File: src/rtl/imm_gen_pipe_if.sv
// imm_gen_pipe_if
//   Handshake bundle between the decode front end and imm_gen_pipe.
//   Input side : in_valid, in_ready, instruction[31:0], in_tag[TAG_W-1:0]
//   Output side: out_valid, out_ready, immediate[XLEN-1:0], fmt[2:0],
//                illegal, out_tag[TAG_W-1:0]
//   master: instruction producer and result consumer (drives the valid and
//           ready inputs of the block).
//   slave : the immediate generator itself.
interface imm_gen_pipe_if #(
    parameter int XLEN  = 32,
    parameter int TAG_W = 5
);
    logic             in_valid;
    logic             in_ready;
    logic [31:0]      instruction;
    logic [TAG_W-1:0] in_tag;
    logic             out_valid;
    logic             out_ready;
    logic [XLEN-1:0]  immediate;
    logic [2:0]       fmt;
    logic             illegal;
    logic [TAG_W-1:0] out_tag;

    modport master (
        output in_valid, instruction, in_tag, out_ready,
        input  in_ready, out_valid, immediate, fmt, illegal, out_tag
    );

    modport slave (
        input  in_valid, instruction, in_tag, out_ready,
        output in_ready, out_valid, immediate, fmt, illegal, out_tag
    );
endinterface

File: src/rtl/imm_gen_pipe.sv
// imm_gen_pipe
//   Decode-stage immediate generator. Classifies the RV32I/RV64I encoding
//   format of one instruction per cycle and produces the sign-extended
//   immediate through a single back-pressurable output register.
//   Ports:
//     clk, reset          clock; asynchronous active-high reset
//     bus (slave)         valid/ready input (instruction, in_tag) and
//                         registered output (immediate, fmt, illegal, out_tag)
//     illegal_count[15:0] saturating count of accepted illegal opcodes,
//                         present only when IMMGEN_ILLEGAL_CNT_EN is defined
//   Parameters: XLEN (32 or 64), TAG_W (sideband tag width).
module imm_gen_pipe #(
    parameter int XLEN  = 32,
    parameter int TAG_W = 5
) (
    input  logic         clk,
    input  logic         reset,
    imm_gen_pipe_if.slave bus
`ifdef IMMGEN_ILLEGAL_CNT_EN
    ,
    output logic [15:0]  illegal_count
`endif
);
    localparam logic [2:0] FMT_R = 3'd0, FMT_I = 3'd1, FMT_S = 3'd2, FMT_B = 3'd3;
    localparam logic [2:0] FMT_U = 3'd4, FMT_J = 3'd5, FMT_SHAMT = 3'd6, FMT_NONE = 3'd7;

    logic [31:0] ins;
    logic [31:0] dec_imm32;   // immediate before extension to XLEN
    logic [2:0]  dec_fmt;
    logic        dec_illegal;
    logic        in_ready;
    logic        load;

    logic             out_valid_q, out_valid_d;
    logic [XLEN-1:0]  imm_q, imm_d;
    logic [2:0]       fmt_q, fmt_d;
    logic             illegal_q, illegal_d;
    logic [TAG_W-1:0] tag_q, tag_d;

    assign ins = bus.instruction;

    always_comb begin
        dec_imm32   = '0;
        dec_fmt     = FMT_NONE;
        dec_illegal = 1'b0;
        case (ins[6:0])
            7'b0000011, 7'b1100111, 7'b1110011: begin
                dec_fmt   = FMT_I;
                dec_imm32 = {{20{ins[31]}}, ins[31:20]};
            end
            7'b0010011: begin
                // funct3 001/101 are the shifts; their bits [13:12] are 01
                if (ins[13:12] == 2'b01) begin
                    dec_fmt = FMT_SHAMT;
                    if (XLEN == 64) dec_imm32 = {26'b0, ins[25:20]};
                    else            dec_imm32 = {27'b0, ins[24:20]};
                end else begin
                    dec_fmt   = FMT_I;
                    dec_imm32 = {{20{ins[31]}}, ins[31:20]};
                end
            end
            7'b0100011: begin
                dec_fmt   = FMT_S;
                dec_imm32 = {{20{ins[31]}}, ins[31:25], ins[11:7]};
            end
            7'b1100011: begin
                dec_fmt   = FMT_B;
                dec_imm32 = {{19{ins[31]}}, ins[31], ins[7], ins[30:25], ins[11:8], 1'b0};
            end
            7'b0110111, 7'b0010111: begin
                dec_fmt   = FMT_U;
                dec_imm32 = {ins[31:12], 12'b0};
            end
            7'b1101111: begin
                dec_fmt   = FMT_J;
                dec_imm32 = {{11{ins[31]}}, ins[31], ins[19:12], ins[20], ins[30:21], 1'b0};
            end
            7'b0110011, 7'b0111011: dec_fmt = FMT_R;
            default:                dec_illegal = 1'b1;
        endcase
    end

    // Output register can take a new word when empty or being drained.
    assign in_ready = !out_valid_q || bus.out_ready;
    assign load     = bus.in_valid && in_ready;

    always_comb begin
        out_valid_d = out_valid_q;
        imm_d       = imm_q;
        fmt_d       = fmt_q;
        illegal_d   = illegal_q;
        tag_d       = tag_q;
        if (load) begin
            out_valid_d = 1'b1;
            // 32-bit value already carries instr[31] in its MSB for signed
            // formats; the signed cast replicates it up to XLEN-1.
            imm_d       = XLEN'($signed(dec_imm32));
            fmt_d       = dec_fmt;
            illegal_d   = dec_illegal;
            tag_d       = bus.in_tag;
        end else if (bus.out_ready) begin
            out_valid_d = 1'b0;
        end
    end

    always_ff @(posedge clk or posedge reset) begin
        if (reset) begin
            out_valid_q <= 1'b0;
            imm_q       <= '0;
            fmt_q       <= '0;
            illegal_q   <= 1'b0;
            tag_q       <= '0;
        end else begin
            out_valid_q <= out_valid_d;
            imm_q       <= imm_d;
            fmt_q       <= fmt_d;
            illegal_q   <= illegal_d;
            tag_q       <= tag_d;
        end
    end

    assign bus.in_ready  = in_ready;
    assign bus.out_valid = out_valid_q;
    assign bus.immediate = imm_q;
    assign bus.fmt       = fmt_q;
    assign bus.illegal   = illegal_q;
    assign bus.out_tag   = tag_q;

`ifdef IMMGEN_ILLEGAL_CNT_EN
    logic [15:0] illegal_cnt_q, illegal_cnt_d;

    always_comb begin
        illegal_cnt_d = illegal_cnt_q;
        if (load && dec_illegal && illegal_cnt_q != 16'hFFFF)
            illegal_cnt_d = illegal_cnt_q + 16'd1;
    end

    always_ff @(posedge clk or posedge reset) begin
        if (reset) illegal_cnt_q <= '0;
        else       illegal_cnt_q <= illegal_cnt_d;
    end

    assign illegal_count = illegal_cnt_q;
`endif
endmodule

File: src/flat_wrapper.sv
// flat-port wrapper written by rule: the top's interface ports become plain ports
module imm_gen_pipe_flat 
#(
    parameter int XLEN  = 32,
    parameter int TAG_W = 5
)
  (clk, reset, bus_in_valid, bus_instruction, bus_in_tag, bus_out_ready, bus_in_ready, bus_out_valid, bus_immediate, bus_fmt, bus_illegal, bus_out_tag);
  imm_gen_pipe_if #(.XLEN(XLEN), .TAG_W(TAG_W)) bus_i ();
  input  logic clk;
  input  logic reset;
  input wire logic [$bits(bus_i.in_valid)-1:0] bus_in_valid;
  input wire logic [$bits(bus_i.instruction)-1:0] bus_instruction;
  input wire logic [$bits(bus_i.in_tag)-1:0] bus_in_tag;
  input wire logic [$bits(bus_i.out_ready)-1:0] bus_out_ready;
  output wire logic [$bits(bus_i.in_ready)-1:0] bus_in_ready;
  output wire logic [$bits(bus_i.out_valid)-1:0] bus_out_valid;
  output wire logic [$bits(bus_i.immediate)-1:0] bus_immediate;
  output wire logic [$bits(bus_i.fmt)-1:0] bus_fmt;
  output wire logic [$bits(bus_i.illegal)-1:0] bus_illegal;
  output wire logic [$bits(bus_i.out_tag)-1:0] bus_out_tag;
  assign bus_i.in_valid = bus_in_valid;
  assign bus_i.instruction = bus_instruction;
  assign bus_i.in_tag = bus_in_tag;
  assign bus_i.out_ready = bus_out_ready;
  assign bus_in_ready = bus_i.in_ready;
  assign bus_out_valid = bus_i.out_valid;
  assign bus_immediate = bus_i.immediate;
  assign bus_fmt = bus_i.fmt;
  assign bus_illegal = bus_i.illegal;
  assign bus_out_tag = bus_i.out_tag;
  imm_gen_pipe #(.XLEN(XLEN), .TAG_W(TAG_W)) u_core (.clk(clk), .reset(reset), .bus(bus_i));
endmodule
File: config.mk
export PLATFORM = sky130hd
export DESIGN_NAME = imm_gen_pipe_flat
export DESIGN_NICKNAME = d
export VERILOG_FILES = /design/src/rtl/imm_gen_pipe_if.sv /design/src/rtl/imm_gen_pipe.sv /design/src/flat_wrapper.sv
export SDC_FILE = /design/constraint.sdc
export NUM_CORES = 1
export LEC_CHECK = 0
export CORE_UTILIZATION = 39
export DETAILED_ROUTE_END_ITERATION = 12
export MAX_ROUTING_LAYER = met4
export PLACE_DENSITY = 0.77
export SETUP_SLACK_MARGIN = 0.5
export SLEW_MARGIN = 10
export SYNTH_ARGS = -nofsm -noshare
export SYNTH_HDL_FRONTEND = slang
export SYNTH_SLANG_ARGS = --single-unit
File: constraint.sdc
create_clock -name clk -period 1.5 [get_ports clk]
set_clock_uncertainty 0.1 [all_clocks]
set_input_delay 0.15 -clock clk [delete_from_list [all_inputs] [get_ports clk]]
set_output_delay 0.15 -clock clk [all_outputs]
set_load 0.05 [all_outputs]
Yosys cells after proc, flatten, opt, wreduce, memory -nomap -nowiden
Cells that the tools add are included.
{"block": "word_totals", "latchBits": 0, "rom_bits": 0, "n_memories": 0, "mem_bits_rw": 0, "regBits": 42}
{"block": "op_classes", "mul": 0, "n_div": 0, "n_bitwise": 0, "shifts": 0, "n_reduce_logical": 8, "mux": 7, "n_lt_le_gt_ge": 0, "addsub": 0, "eq_ne": 12}
{"cell": "one-hot mux 32 bit (6 select lines)", "count": 1}
{"cell": "2-to-1 mux 32 bit", "count": 1}
{"cell": "== test 7 x 6 -> 1 bit (second input constant)", "count": 4}
{"cell": "== test 7 bit (second input constant)", "count": 4}
{"cell": "one-hot mux 3 bit (7 select lines)", "count": 1}
{"cell": "== test 7 x 5 -> 1 bit (second input constant)", "count": 2}
{"cell": "OR reduction 11 bit", "count": 1}
{"cell": "== test 7 x 2 -> 1 bit (second input constant)", "count": 1}
{"cell": "OR reduction 2 bit", "count": 2}
{"cell": "2-to-1 mux 1 bit", "count": 3}
{"cell": "2-to-1 mux 3 bit", "count": 1}
{"cell": "OR reduction 3 bit", "count": 1}
{"cell": "== test 2 x 1 -> 1 bit (second input constant)", "count": 1}
{"cell": "nonzero test 2 bit", "count": 1}
{"cell": "logical AND 1 bit", "count": 1}
{"cell": "logical NOT 1 bit", "count": 1}
{"cell": "logical OR 1 bit", "count": 1}

Longest topological paths before layout
Gate-level depths: netlist (run 1).
{"block": "logic_depth", "depth_word": 4, "depth_mapped": 7, "depth_no_buf": 5}

Worst setup path before layout (run 1)
OpenSTA, ideal clock, no wires.
{"block": "synth_timing", "kind": "register -> register", "start": "register u_core.out_valid_q (netlist: u_core.bus.out_valid)", "end": "register u_core.imm_q[22] (netlist: u_core.bus.immediate[22])", "required_ns": 1.274, "path_stages_with_launch": 7, "t_arrival_ns": 1.939, "slack_ns": -0.665, "path_buffers": 2, "path_cell_list": "dfrtp_1 -> nand2b_1 -> and2_1 -> buf_2 -> clkbuf_1 -> o21ai_0 -> a21oi_1"}
{"block": "synth_via", "elab_chain_len": 3}
{"item": "from (decl)", "line_no": "imm_gen_pipe.sv:34", "text": "logic out_valid_q, out_valid_d;"}
{"item": "from (signal assigned)", "line_no": "imm_gen_pipe.sv:114", "text": "out_valid_q <= out_valid_d;"}
{"item": "logical NOT 1 bit", "line_no": "imm_gen_pipe.sv:84", "text": "assign in_ready = !out_valid_q || bus.out_ready;"}
{"item": "logical OR 1 bit", "line_no": "imm_gen_pipe.sv:84"}
{"item": "via bus_in_ready", "line_no": "flat_wrapper.sv:15", "text": "output wire logic [$bits(bus_i.in_ready)-1:0] bus_in_ready;"}
{"item": "logical AND 1 bit", "line_no": "imm_gen_pipe.sv:85", "text": "assign load = bus.in_valid && in_ready;"}
{"item": "to (signal assigned)", "line_no": "imm_gen_pipe.sv:115", "text": "imm_q <= imm_d;"}
{"item": "to (decl)", "line_no": "imm_gen_pipe.sv:35", "text": "logic [XLEN-1:0] imm_q, imm_d;"}
The timed path passes the listed nets, and every way through them passes these cells.
A chain may end at the register's enable or synchronous reset.

Worst setup path in the final report (run 1)
{"block": "layout_timing", "start": "register u_core.out_valid_q (netlist: u_core.bus.out_valid)", "end": "register u_core.imm_q[6] (netlist: u_core.bus.immediate[6])"}
{"block": "layout_via", "elab_chain_len": 3}
{"item": "logical NOT 1 bit", "line_no": "imm_gen_pipe.sv:84"}
{"item": "logical OR 1 bit", "line_no": "imm_gen_pipe.sv:84"}
{"item": "logical AND 1 bit", "line_no": "imm_gen_pipe.sv:85"}
Every way passes these cells.

==> qor.yml, run 1 <==
outcome:
  status: "finished with violations"
  violations: "setup timing"
pwr:
  pwr-share-clk: 0.221
  leakage_nw: 1.92
  p_int_mw: 2.26
  switching_share: 0.376
  seq_power_share: 0.368
  p_sw_mw: 1.36
  power_per_cell_area_mw_per_mm2: 835
  p_total_mw: 3.62
  power_frac_comb: 0.411
  ir_drop_mv: 0.460
synthesis:
  synth_cells: 227
  syn_avg_cell_area_um2: 9.09
  ys_seq_area_frac: 0.509
  syn_area_mm2: 0.00206
  synth_warnings: 0
  syn_nets: 268
  ys_types: 37
  ys_seq_elements: 42
cells_and_area:
  syn2layout_area_growth_pct: 110
  layout-drive-gt1-share: 0.500
  stdcell_count: 462
  nFillCells: 233
  nets: 432
  final_cell_area_mm2: 0.00434
  utilization: 0.850
  n_antenna_cell: 0
floorplan:
  core_area_mm2: 0.00511
  die-area_mm2: 0.00559
  die_y_um: 74.7
  die_x_um: 74.7
  start_util: 0.404
  io_pins: 84
  rows: 26
global_routing:
  grt-ovfl-total: 0
  antenna_found_initial: 0
  grtUsageTotal: 0.324
  grt_max_degree: 43
  grt_pass1_wl_um: 12700
  grt_pass1_vias: 2624
sta:
  worst_pin_slew_ps: 296
  clock.fmax_mhz: 666
  rsz0062_at_grt: "true"
  report.final.slew_viol_count: 0
  setup_ws_ps: -0.621
  fin_crit_ps: 1500
  setup_viol: 1
  period_share: 1.00
  max-slew-margin-rel: 0.802
  hold_viol: 0
  setup_tns_ps: -0.621
setup_path:
  cp_num_buf_inv: 2
  cp_slowest_stage_delay_ps: 440
  r2r_slack_ps: -0.6
  endpoint_kind: "flop"
  worstSetupPathType: "flop to flop"
  worst_path_dominant_cell_family: "flip-flops"
  worst_ep_arrival_time_ps: 1630
  worst-path-max-fanout: 6
  cp_slowest_cell: "dfrtp_2"
  path_cells: "nand2b_4 -> buf_4 -> nand2_4 -> buf_6 -> nor2_4 -> a22o_1"
  cp.required_ps: 1630
  cp-start-kind: "flop"
clock_tree:
  clk_path_buf_depth: 2
  root_buffer: "clkbuf_8"
  clkLatencyLatePin_ps: 300
  path_clk_slew_ps: 100
  htreeDepth: 2
  cts.sinks: 42
  numCtsBuffers: 5
  tritoncts: "built"
route:
  wl_um: 10000
  routed_via_density: 5.94
  vias: 2746
  first_pass_iters: 6
  drc: 0
  ant_nets: 0
  wl_per_cell_um: 21.7
  drt_iter0_drc: 254
placement:
  dp.cells: 402
  io_buffers: 83
  gp_congestion: 0.911
  place_area_mm2: 0.00343
  dp_hpwl_um: 4550
hold_path:
  hp-class: "input port to async pin"
run:
  cap_violations: 0
-- cells in the mapped netlist --
library cell  instances  share of area
dfrtp_1              42           0.51
nand2_1              42          0.076
a21oi_1              24          0.058
o21ai_0              24          0.058
o21ai_1              11          0.027
a22o_1               10          0.042
buf_2                 8          0.019
inv_1                 8          0.015
nor2_1                8          0.015
a31oi_1               5          0.015
nand2b_1              5          0.015
clkbuf_1              4         0.0073
nand3_1               3         0.0073
nor3_1                3         0.0073
o32a_1                3          0.015
and2_1                2         0.0061
mux2i_1               2         0.0097
nor2b_1               2         0.0061
o21a_1                2         0.0073
o22a_1                2         0.0085
a211oi_1              1         0.0036
a21o_1                1         0.0036
and2_0                1         0.0030
and3b_1               1         0.0042
and4bb_2              1         0.0061
buf_6                 1         0.0055
nand4_1               1         0.0030
nand4_4               1          0.010
nand4bb_1             1         0.0055
nor3b_1               1         0.0036
nor4b_1               1         0.0042
o211a_1               1         0.0049
o221ai_1              1         0.0042
o31ai_1               1         0.0036
or2_1                 1         0.0030
or3_1                 1         0.0030
xnor2_1               1         0.0042
-- layout by cell type, fill, tap and decap left out, types with 3 or more instances in the layout --
cell type,instances
o32a_1,3
buf_4,68
o21ai_0,17
dfrtp_1,41
nor2_1,7
o21ai_2,15
a31oi_1,4
nand4_4,3
clkdlybuf4s50_1,31
buf_6,28
a21oi_1,10
buf_2,4
clkinvlp_4,3
inv_1,7
clkbuf_8,5
a22o_1,10
nand2b_1,3
buf_12,27
a21oi_2,12
o21ai_1,3
nand2_1,40
-- metal layers --
metal  GRT usage  up-vias  share of wire
li1            -     1148              -
met1       0.332     1321           0.35
met2       0.555      203           0.49
met3      0.0696       74          0.088
met4       0.216        0          0.072
met5           -        -              0
-- power groups by stage --
stage	Combinational (mW)	Clock (mW)	Sequential, mW
2_1_floorplan	0.264	0	1.64
3_3_place_gp	1.11	0	1.33
3_5_place_dp	1.13	0	1.33
4_1_cts	1.33	0.770	1.32
5_1_grt	1.55	0.839	1.34
6_report	1.49	0.800	1.33
-- per-stage QoR --
step	setup slack, ps	hold WS (ps)
floorplan	-102	41.5
global placement	-475	361
global route	-49.5	162
CTS	146	153
finish	-0.621	129
detailed placement	-619	366
-- registers in the layout, summed over array words and instances (netlist names) --
register and flops:
u_core.bus.fmt 3, u_core.bus.out_valid 1, u_core.bus.immediate 32, u_core.bus.out_tag 5, u_core.bus.illegal 1
-- kinds of logic (layout without fill, tap and decap cells) --
logic type                Yosys count  in the layout  share of synthesized area
DFF                                42             42                      0.509
and+or+nand+nor                    75             80                      0.179
buffers and inverters              21            181                     0.0467
muxes                               2              2                    0.00970
AOI/OAI and AO/OA                  86             86                      0.251
xor gates and xnor gates            1              1                    0.00425
-- worst paths after layout --
| check | startpoint | endpoint | cells after the start |
|---|---|---|---|
| max | u_core.bus.out_valid | u_core.bus.immediate[6] | 6 |
| max reg2reg | u_core.bus.out_valid | u_core.bus.immediate[6] | 6 |
| max in group asynchronous | reset | u_core.bus.fmt[1] | 3 |
| min | reset | u_core.bus.immediate[27] | 3 |
| min in group clk | bus_instruction[13] | u_core.bus.immediate[13] | 3 |
| min reg2reg | u_core.bus.out_tag[0] | u_core.bus.out_tag[0] | 2 |
-- final cells by class --
class                   instances  area, µm²  area share
inverters                       8       33.8     0.00779
flip-flops and latches         42       1050       0.243
clock inverters                 3       23.8     0.00548
repair buffers                165       1790       0.413
multi-input cells             169       1280       0.295
well taps                      70       87.6      0.0202
clock buffers                   5       68.8      0.0159
-- tightest hold or removal path, stage by stage --
cell	delay [ps]
clkdlybuf4s50_1	440
clkinvlp_4	100
buf_12	240
-- repair_timing --
action,CTS,global route
cloned,7,0
hold buffers,0,0
setup buffers,30,15
pin swaps,14,8
resized for setup,84,34
endpoints found under the setup margin,84,84
No activity file was read; power rests on OpenSTA's default activity.
==> inputs of run 2 (changes only) <==
--- a/config.mk
+++ b/config.mk
@@ -10,7 +10,6 @@
 export MAX_ROUTING_LAYER = met4
 export PLACE_DENSITY = 0.77
 export SETUP_SLACK_MARGIN = 0.5
-export SLEW_MARGIN = 10
 export SYNTH_ARGS = -nofsm -noshare
 export SYNTH_HDL_FRONTEND = slang
 export SYNTH_SLANG_ARGS = --single-unit
==> results of run 2 <==
No change in the layout: final DEF, timing and power equal those of run 1.
